## src/rtl/ltc2308_spi_responder.sv

```systemverilog
// LTC2308 serial-port responder: clk-oversampled slave end of the ADC SPI link.
// Captures sample_data on a CONVST rise, holds busy for CONV_CYCLES clocks,
// then serves the sample MSB-first on SDO while collecting the config word on SDI.
module ltc2308_spi_responder #(
    parameter int CONV_CYCLES = 80,
    parameter int DATA_W      = 12,
    parameter int CFG_W       = 6
) (
    input  logic              clk,
    input  logic              reset,
    input  logic              convst,
    input  logic              cs,
    input  logic              sclk,
    input  logic              sdi,
    output logic              sdo,
    output logic              sdo_oe,
    input  logic [DATA_W-1:0] sample_data,
    output logic              busy,
    output logic              conv_done,
    output logic [CFG_W-1:0]  cfg_word,
    output logic              cfg_valid,
    output logic              overrun,
    output logic              frame_abort
);

    localparam int                 BCNT_W    = $clog2(DATA_W + 1);
    localparam logic [BCNT_W-1:0]  FRAME_LEN = BCNT_W'(DATA_W);
    localparam logic [BCNT_W-1:0]  CFG_LEN   = BCNT_W'(CFG_W);
    localparam logic [BCNT_W-1:0]  BCNT_ONE  = BCNT_W'(1);
    localparam logic [15:0]        CONV_LOAD = 16'(CONV_CYCLES - 1);

    typedef enum logic [1:0] {
        IDLE,
        CONVERT,
        READY
    } state_t;

    state_t              state;
    logic [DATA_W-1:0]   data_sr;
    logic [CFG_W-1:0]    cfg_sr;
    logic [15:0]         conv_cnt;
    logic [BCNT_W-1:0]   bit_cnt;

    // p0/p1 form the synchronizer, p2 is the delayed copy used for edge detection
    logic convst_p0, convst_p1, convst_p2;
    logic cs_p0, cs_p1, cs_p2;
    logic sclk_p0, sclk_p1, sclk_p2;
    logic sdi_p0, sdi_p1;

    logic convst_rise;
    logic cs_rise;
    logic sclk_rise;
    logic sclk_fall;
    logic frame_active;
    logic frame_done;

    // Synchronize the asynchronous pins; cs idles high so its chain resets to 1
    always_ff @(posedge clk or posedge reset) begin
        if (reset) begin
            convst_p0 <= 1'b0;
            convst_p1 <= 1'b0;
            convst_p2 <= 1'b0;
            cs_p0     <= 1'b1;
            cs_p1     <= 1'b1;
            cs_p2     <= 1'b1;
            sclk_p0   <= 1'b0;
            sclk_p1   <= 1'b0;
            sclk_p2   <= 1'b0;
            sdi_p0    <= 1'b0;
            sdi_p1    <= 1'b0;
        end else begin
            convst_p0 <= convst;
            convst_p1 <= convst_p0;
            convst_p2 <= convst_p1;
            cs_p0     <= cs;
            cs_p1     <= cs_p0;
            cs_p2     <= cs_p1;
            sclk_p0   <= sclk;
            sclk_p1   <= sclk_p0;
            sclk_p2   <= sclk_p1;
            sdi_p0    <= sdi;
            sdi_p1    <= sdi_p0;
        end
    end

    assign convst_rise  = convst_p1 & ~convst_p2;
    assign cs_rise      = cs_p1 & ~cs_p2;
    assign sclk_rise    = sclk_p1 & ~sclk_p2;
    assign sclk_fall    = ~sclk_p1 & sclk_p2;
    assign frame_active = ~cs_p1;
    // The fall after the last rise closes the frame; it does not shift data
    assign frame_done   = sclk_fall & frame_active & (bit_cnt == FRAME_LEN);

    // Conversion / frame state machine with registered serial and status outputs
    always_ff @(posedge clk or posedge reset) begin
        if (reset) begin
            state       <= IDLE;
            data_sr     <= '0;
            cfg_sr      <= '0;
            conv_cnt    <= '0;
            bit_cnt     <= '0;
            sdo         <= 1'b0;
            sdo_oe      <= 1'b0;
            busy        <= 1'b0;
            conv_done   <= 1'b0;
            cfg_word    <= '0;
            cfg_valid   <= 1'b0;
            overrun     <= 1'b0;
            frame_abort <= 1'b0;
        end else begin
            conv_done   <= 1'b0;
            cfg_valid   <= 1'b0;
            overrun     <= 1'b0;
            frame_abort <= 1'b0;
            case (state)
                IDLE: begin
                    sdo    <= 1'b0;
                    sdo_oe <= 1'b0;
                    if (convst_rise) begin
                        data_sr  <= sample_data;
                        conv_cnt <= CONV_LOAD;
                        busy     <= 1'b1;
                        state    <= CONVERT;
                    end
                end
                CONVERT: begin
                    // convst and sclk activity are deliberately ignored here
                    sdo    <= 1'b0;
                    sdo_oe <= 1'b0;
                    if (conv_cnt == 16'd0) begin
                        busy      <= 1'b0;
                        conv_done <= 1'b1;
                        bit_cnt   <= '0;
                        cfg_sr    <= '0;
                        sdo       <= data_sr[DATA_W-1];
                        sdo_oe    <= frame_active;
                        state     <= READY;
                    end else begin
                        conv_cnt <= conv_cnt - 16'd1;
                    end
                end
                READY: begin
                    if (frame_done) begin
                        // Completion wins over a coincident convst, which then starts cleanly
                        cfg_word  <= cfg_sr;
                        cfg_valid <= 1'b1;
                        sdo       <= 1'b0;
                        sdo_oe    <= 1'b0;
                        if (convst_rise) begin
                            data_sr  <= sample_data;
                            conv_cnt <= CONV_LOAD;
                            busy     <= 1'b1;
                            state    <= CONVERT;
                        end else begin
                            state <= IDLE;
                        end
                    end else if (convst_rise) begin
                        // Unread sample is discarded in favour of the new one
                        overrun  <= 1'b1;
                        data_sr  <= sample_data;
                        conv_cnt <= CONV_LOAD;
                        busy     <= 1'b1;
                        sdo      <= 1'b0;
                        sdo_oe   <= 1'b0;
                        state    <= CONVERT;
                    end else if (cs_rise && (bit_cnt != '0) && (bit_cnt < FRAME_LEN)) begin
                        frame_abort <= 1'b1;
                        sdo         <= 1'b0;
                        sdo_oe      <= 1'b0;
                        state       <= IDLE;
                    end else begin
                        sdo_oe <= frame_active;
                        sdo    <= data_sr[DATA_W-1];
                        if (sclk_rise && frame_active && (bit_cnt < FRAME_LEN)) begin
                            if (bit_cnt < CFG_LEN) begin
                                cfg_sr <= {cfg_sr[CFG_W-2:0], sdi_p1};
                            end
                            bit_cnt <= bit_cnt + BCNT_ONE;
                        end
                        if (sclk_fall && frame_active && (bit_cnt < FRAME_LEN)) begin
                            data_sr <= {data_sr[DATA_W-2:0], 1'b0};
                            sdo     <= data_sr[DATA_W-2];
                        end
                    end
                end
                default: begin
                    sdo    <= 1'b0;
                    sdo_oe <= 1'b0;
                    state  <= IDLE;
                end
            endcase
        end
    end

endmodule

```

## config.mk

```make
export PLATFORM = sky130hd
export DESIGN_NAME = ltc2308_spi_responder
export DESIGN_NICKNAME = d
export VERILOG_FILES = /design/src/rtl/ltc2308_spi_responder.sv
export SDC_FILE = /design/constraint.sdc
export NUM_CORES = 1
export LEC_CHECK = 0
export BUFFER_PORTS_ARGS = -buffer_cell sky130_fd_sc_hd__buf_2
export CORE_ASPECT_RATIO = 0.75
export CORE_UTILIZATION = 55
export CTS_CLUSTER_DIAMETER = 80
export DETAILED_ROUTE_END_ITERATION = 10
export PLACE_DENSITY = 0.79
export SLEW_MARGIN = 0
export SYNTH_ARGS = -nofsm -noshare
export SYNTH_HDL_FRONTEND = slang
export SYNTH_SLANG_ARGS = --single-unit
```

## constraint.sdc

```tcl
create_clock -name clk -period 2.7 [get_ports clk]
set_input_delay 0.81 -clock clk [delete_from_list [all_inputs] [get_ports clk]]
set_output_delay 0.81 -clock clk [all_outputs]
set_load 0.02 [all_outputs]
```

==> flow_metrics.env <==
export IMPL_switching_share_pct=32.1
export IMPL_stdcell_area_sq_mm=0.00354
export IMPL_clock_latency_ns=0.34
export IMPL_drt_iter0_drc=146
export IMPL_syn_nets=315
export IMPL_core_area_sq_mm=0.00535
export IMPL_synthArstFlopShare_pct=100
export IMPL_cp_data_arrival_time_ns=2.51
export IMPL_diodes=0
export IMPL_finalHoldViolCount=0
export IMPL_synthTopCellsByCount="dfrtp_1, nand2_1, nor2_1"
export IMPL_syn_to_final_growth_pct=15.1
export IMPL_pwr_share_clk_pct=32.4
export IMPL_reg2reg_depth=7
export IMPL_cts_path_max_buffers=2
export IMPL_hold_buffers=0
export IMPL_place_area_sq_mm=0.00331
export IMPL_tritoncts="built"
export IMPL_ant_nets=0
export IMPL_maxCapViolCount=0
export IMPL_syn_area_sq_mm=0.00308
export IMPL_gr_usage_all_layers_pct=23.2
export IMPL_gp_congestion=0.860
export IMPL_rows=23
export IMPL_finalCriticalPeriod_ns=2.28
export IMPL_r2r_end="conv_cnt[7]"
export IMPL_synth_most_common_cell="dfrtp_1"
export IMPL_hp_class="reg2reg"
export IMPL_synth_edff_count=0
export IMPL_ys_ff_latch=64
export IMPL_cts_repair_resized=0
export IMPL_worstMarginPinSlew_ns=0.969
export IMPL_cts_buffers=9
export IMPL_avgRoutedWirePerCell_microns=15.0
export IMPL_synthCells=289
export IMPL_p_int_uw=1930
export IMPL_ys_types=57
export IMPL_power_leakage_uw=0.00163
export IMPL_synth_area_leaders="dfrtp_1, a22o_1, nand2_1, ha_1, o21ai_0"
export IMPL_drcViolationCount=0
export IMPL_h_tree_depth=3
export IMPL_crit_required_ns=2.93
export IMPL_layout_drive_gt1_share_pct=23.6
export IMPL_setup_viol=0
export IMPL_finClkSkew_ns=0.00982
export IMPL_cp_start_kind="flop"
export IMPL_synth_top_area_share_pct=49.6
export IMPL_cts_sinks=64
export IMPL_die_x_microns=88.3
export IMPL_routed_wl_mm=6.10
export IMPL_antenna_found_initial=0
export IMPL_rsz0062_at_grt="no"
export IMPL_die_height_microns=66.8
export IMPL_vdd_drop_max_mv=0.377
export IMPL_overflow=0
export IMPL_path_max_fanout=16
export IMPL_crit_start="state[0]"
export IMPL_drt_pass1_iterations=4
export IMPL_setup_tns_ns=0
export IMPL_dieArea_sq_mm=0.00590
export IMPL_max_freq_mhz=438
export IMPL_synth_area_leader_cell="dfrtp_1"
export IMPL_clkTransAtPathRegs_ns=0.08
export IMPL_setup_worst_path_end="conv_cnt[7]"
export IMPL_combPwrFrac_pct=25.0
export IMPL_via_per_inst=5.66
export IMPL_route_vias_total=2298
export IMPL_synth_flop_cell="dfrtp_1"
export IMPL_yosysSeqAreaShare_pct=52.2
export IMPL_cts_setup_buffers=0
export IMPL_avgSynthCellArea_sq_um=10.6
export IMPL_critPathKind="reg2reg"
export IMPL_grt_pass1_vias=2140
export IMPL_rr_startpoint="state[0]"
export IMPL_hpwlAfterDp_mm=4.30
export IMPL_outcome="finished, final reports clean"
export IMPL_netSwitchingPower_uw=911
export IMPL_nets=352
export IMPL_powerDensity_mw_per_mm2=802
export IMPL_rrSetupSlack_ns=0.42
export IMPL_yosys_warnings=0
export IMPL_endpoint_kind="flop"
export IMPL_ios=31
export IMPL_max_slew_margin_pct=35.1
export IMPL_clockRootBuffer="clkbuf_8"
export IMPL_portBuffers=30
export IMPL_grt_pass1_wl_mm=10.2
export IMPL_holdCritStartpoint="sclk_p0"
export IMPL_initial_core_util_pct=57.5
export IMPL_fin_crit_sh_pct=84.5
export IMPL_grt_start_max_net_pins=39
export IMPL_power_frac_seq_pct=42.6
export IMPL_drv_slew=0
worst min-delay path by stage:
stage	end	slack [ns]	cells after the start
after floorplan	convst_p1	0.33	0
after global placement	sdi_p1	0.33	0
after detailed placement	sclk_p1	0.34	0
after CTS	sclk_p1	0.35	0
after global routing	sclk_p1	0.36	0
final	sclk_p1	0.35	0
flip-flops by register name, summed over array words and instances (netlist names), 2 cells and up:
| register | cells |
|---|---|
| cfg_word | 6 |
| cfg_sr | 6 |
| data_sr | 12 |
| state | 2 |
| conv_cnt | 16 |
| bit_cnt | 4 |
cell type report:
type,instances,area [sq um]
fillers,444,1810
flip-flops and latches,64,1610
multi-input cells,200,1350
repair buffers,37,215
clock buffers,9,124
clock inverters,7,101
well taps,75,93.8
inverters,14,52.6
cell usage in the layout (no fill, tap or decap), drive strengths merged, types with 5 or more instances in the layout:
| cell | instances |
|---|---|
| a21oi | 10 |
| a22o | 22 |
| buf | 37 |
| clkbuf | 9 |
| dfrtp | 61 |
| ha | 8 |
| inv | 17 |
| mux2i | 8 |
| nand2 | 29 |
| nand3 | 5 |
| nor2 | 24 |
| nor3 | 6 |
| o21ai | 28 |
| o31ai | 6 |
cells by family after synthesis:
kind of cell / after synthesis / synth area share [%]
fa+ha+maj: 8 / 3.25
compound gates: 85 / 19.6
flops: 64 / 52.2
mux: 10 / 3.34
simple gates: 97 / 17.6
buf+inv: 25 / 4.03
routing by layer:
| metal | global-route usage [%] | routed length [microns] | vias to the layer above |
|---|---|---|---|
| li1 | - | - | 1119 |
| met1 | 32.7 | 2910 | 1114 |
| met2 | 33.8 | 2840 | 58 |
| met3 | 6.82 | 267 | 7 |
| met4 | 8.27 | 83 | 0 |
| met5 | 0 | 0 | - |
power by group through the flow:
stage	Sequential, uW	Combinational (uW)	Clock, uW
floorplan	1200	556	0
global placement	1210	683	0
detailed placement	1220	705	0
CTS	1210	708	934
global route	1230	787	981
finish	1210	710	918
critical path, stage by stage (launching register included):
cell and delay, ns:
dfrtp_1 0.43, inv_1 0.09, ha_1 0.32, or2_1 0.35, a21oi_1 0.29, o21ai_2 0.26, o21bai_1 0.23, a32o_1 0.21
per-stage QoR:
stage          worst slack (ns)  util [%]  power [uW]  std cells  hold slack (ns)
2_1_floorplan             0.297         -        1750        289            0.331
3_3_place_gp              0.587      61.9        1890        390            0.332
3_5_place_dp              0.455      61.9        1930        390            0.336
4_1_cts                   0.421      66.1        2850        406            0.355
5_1_grt                   0.291      66.1        2990        406            0.359
6_report                  0.417      66.1        2840        406            0.353
No activity file was read; power rests on OpenSTA's default activity.
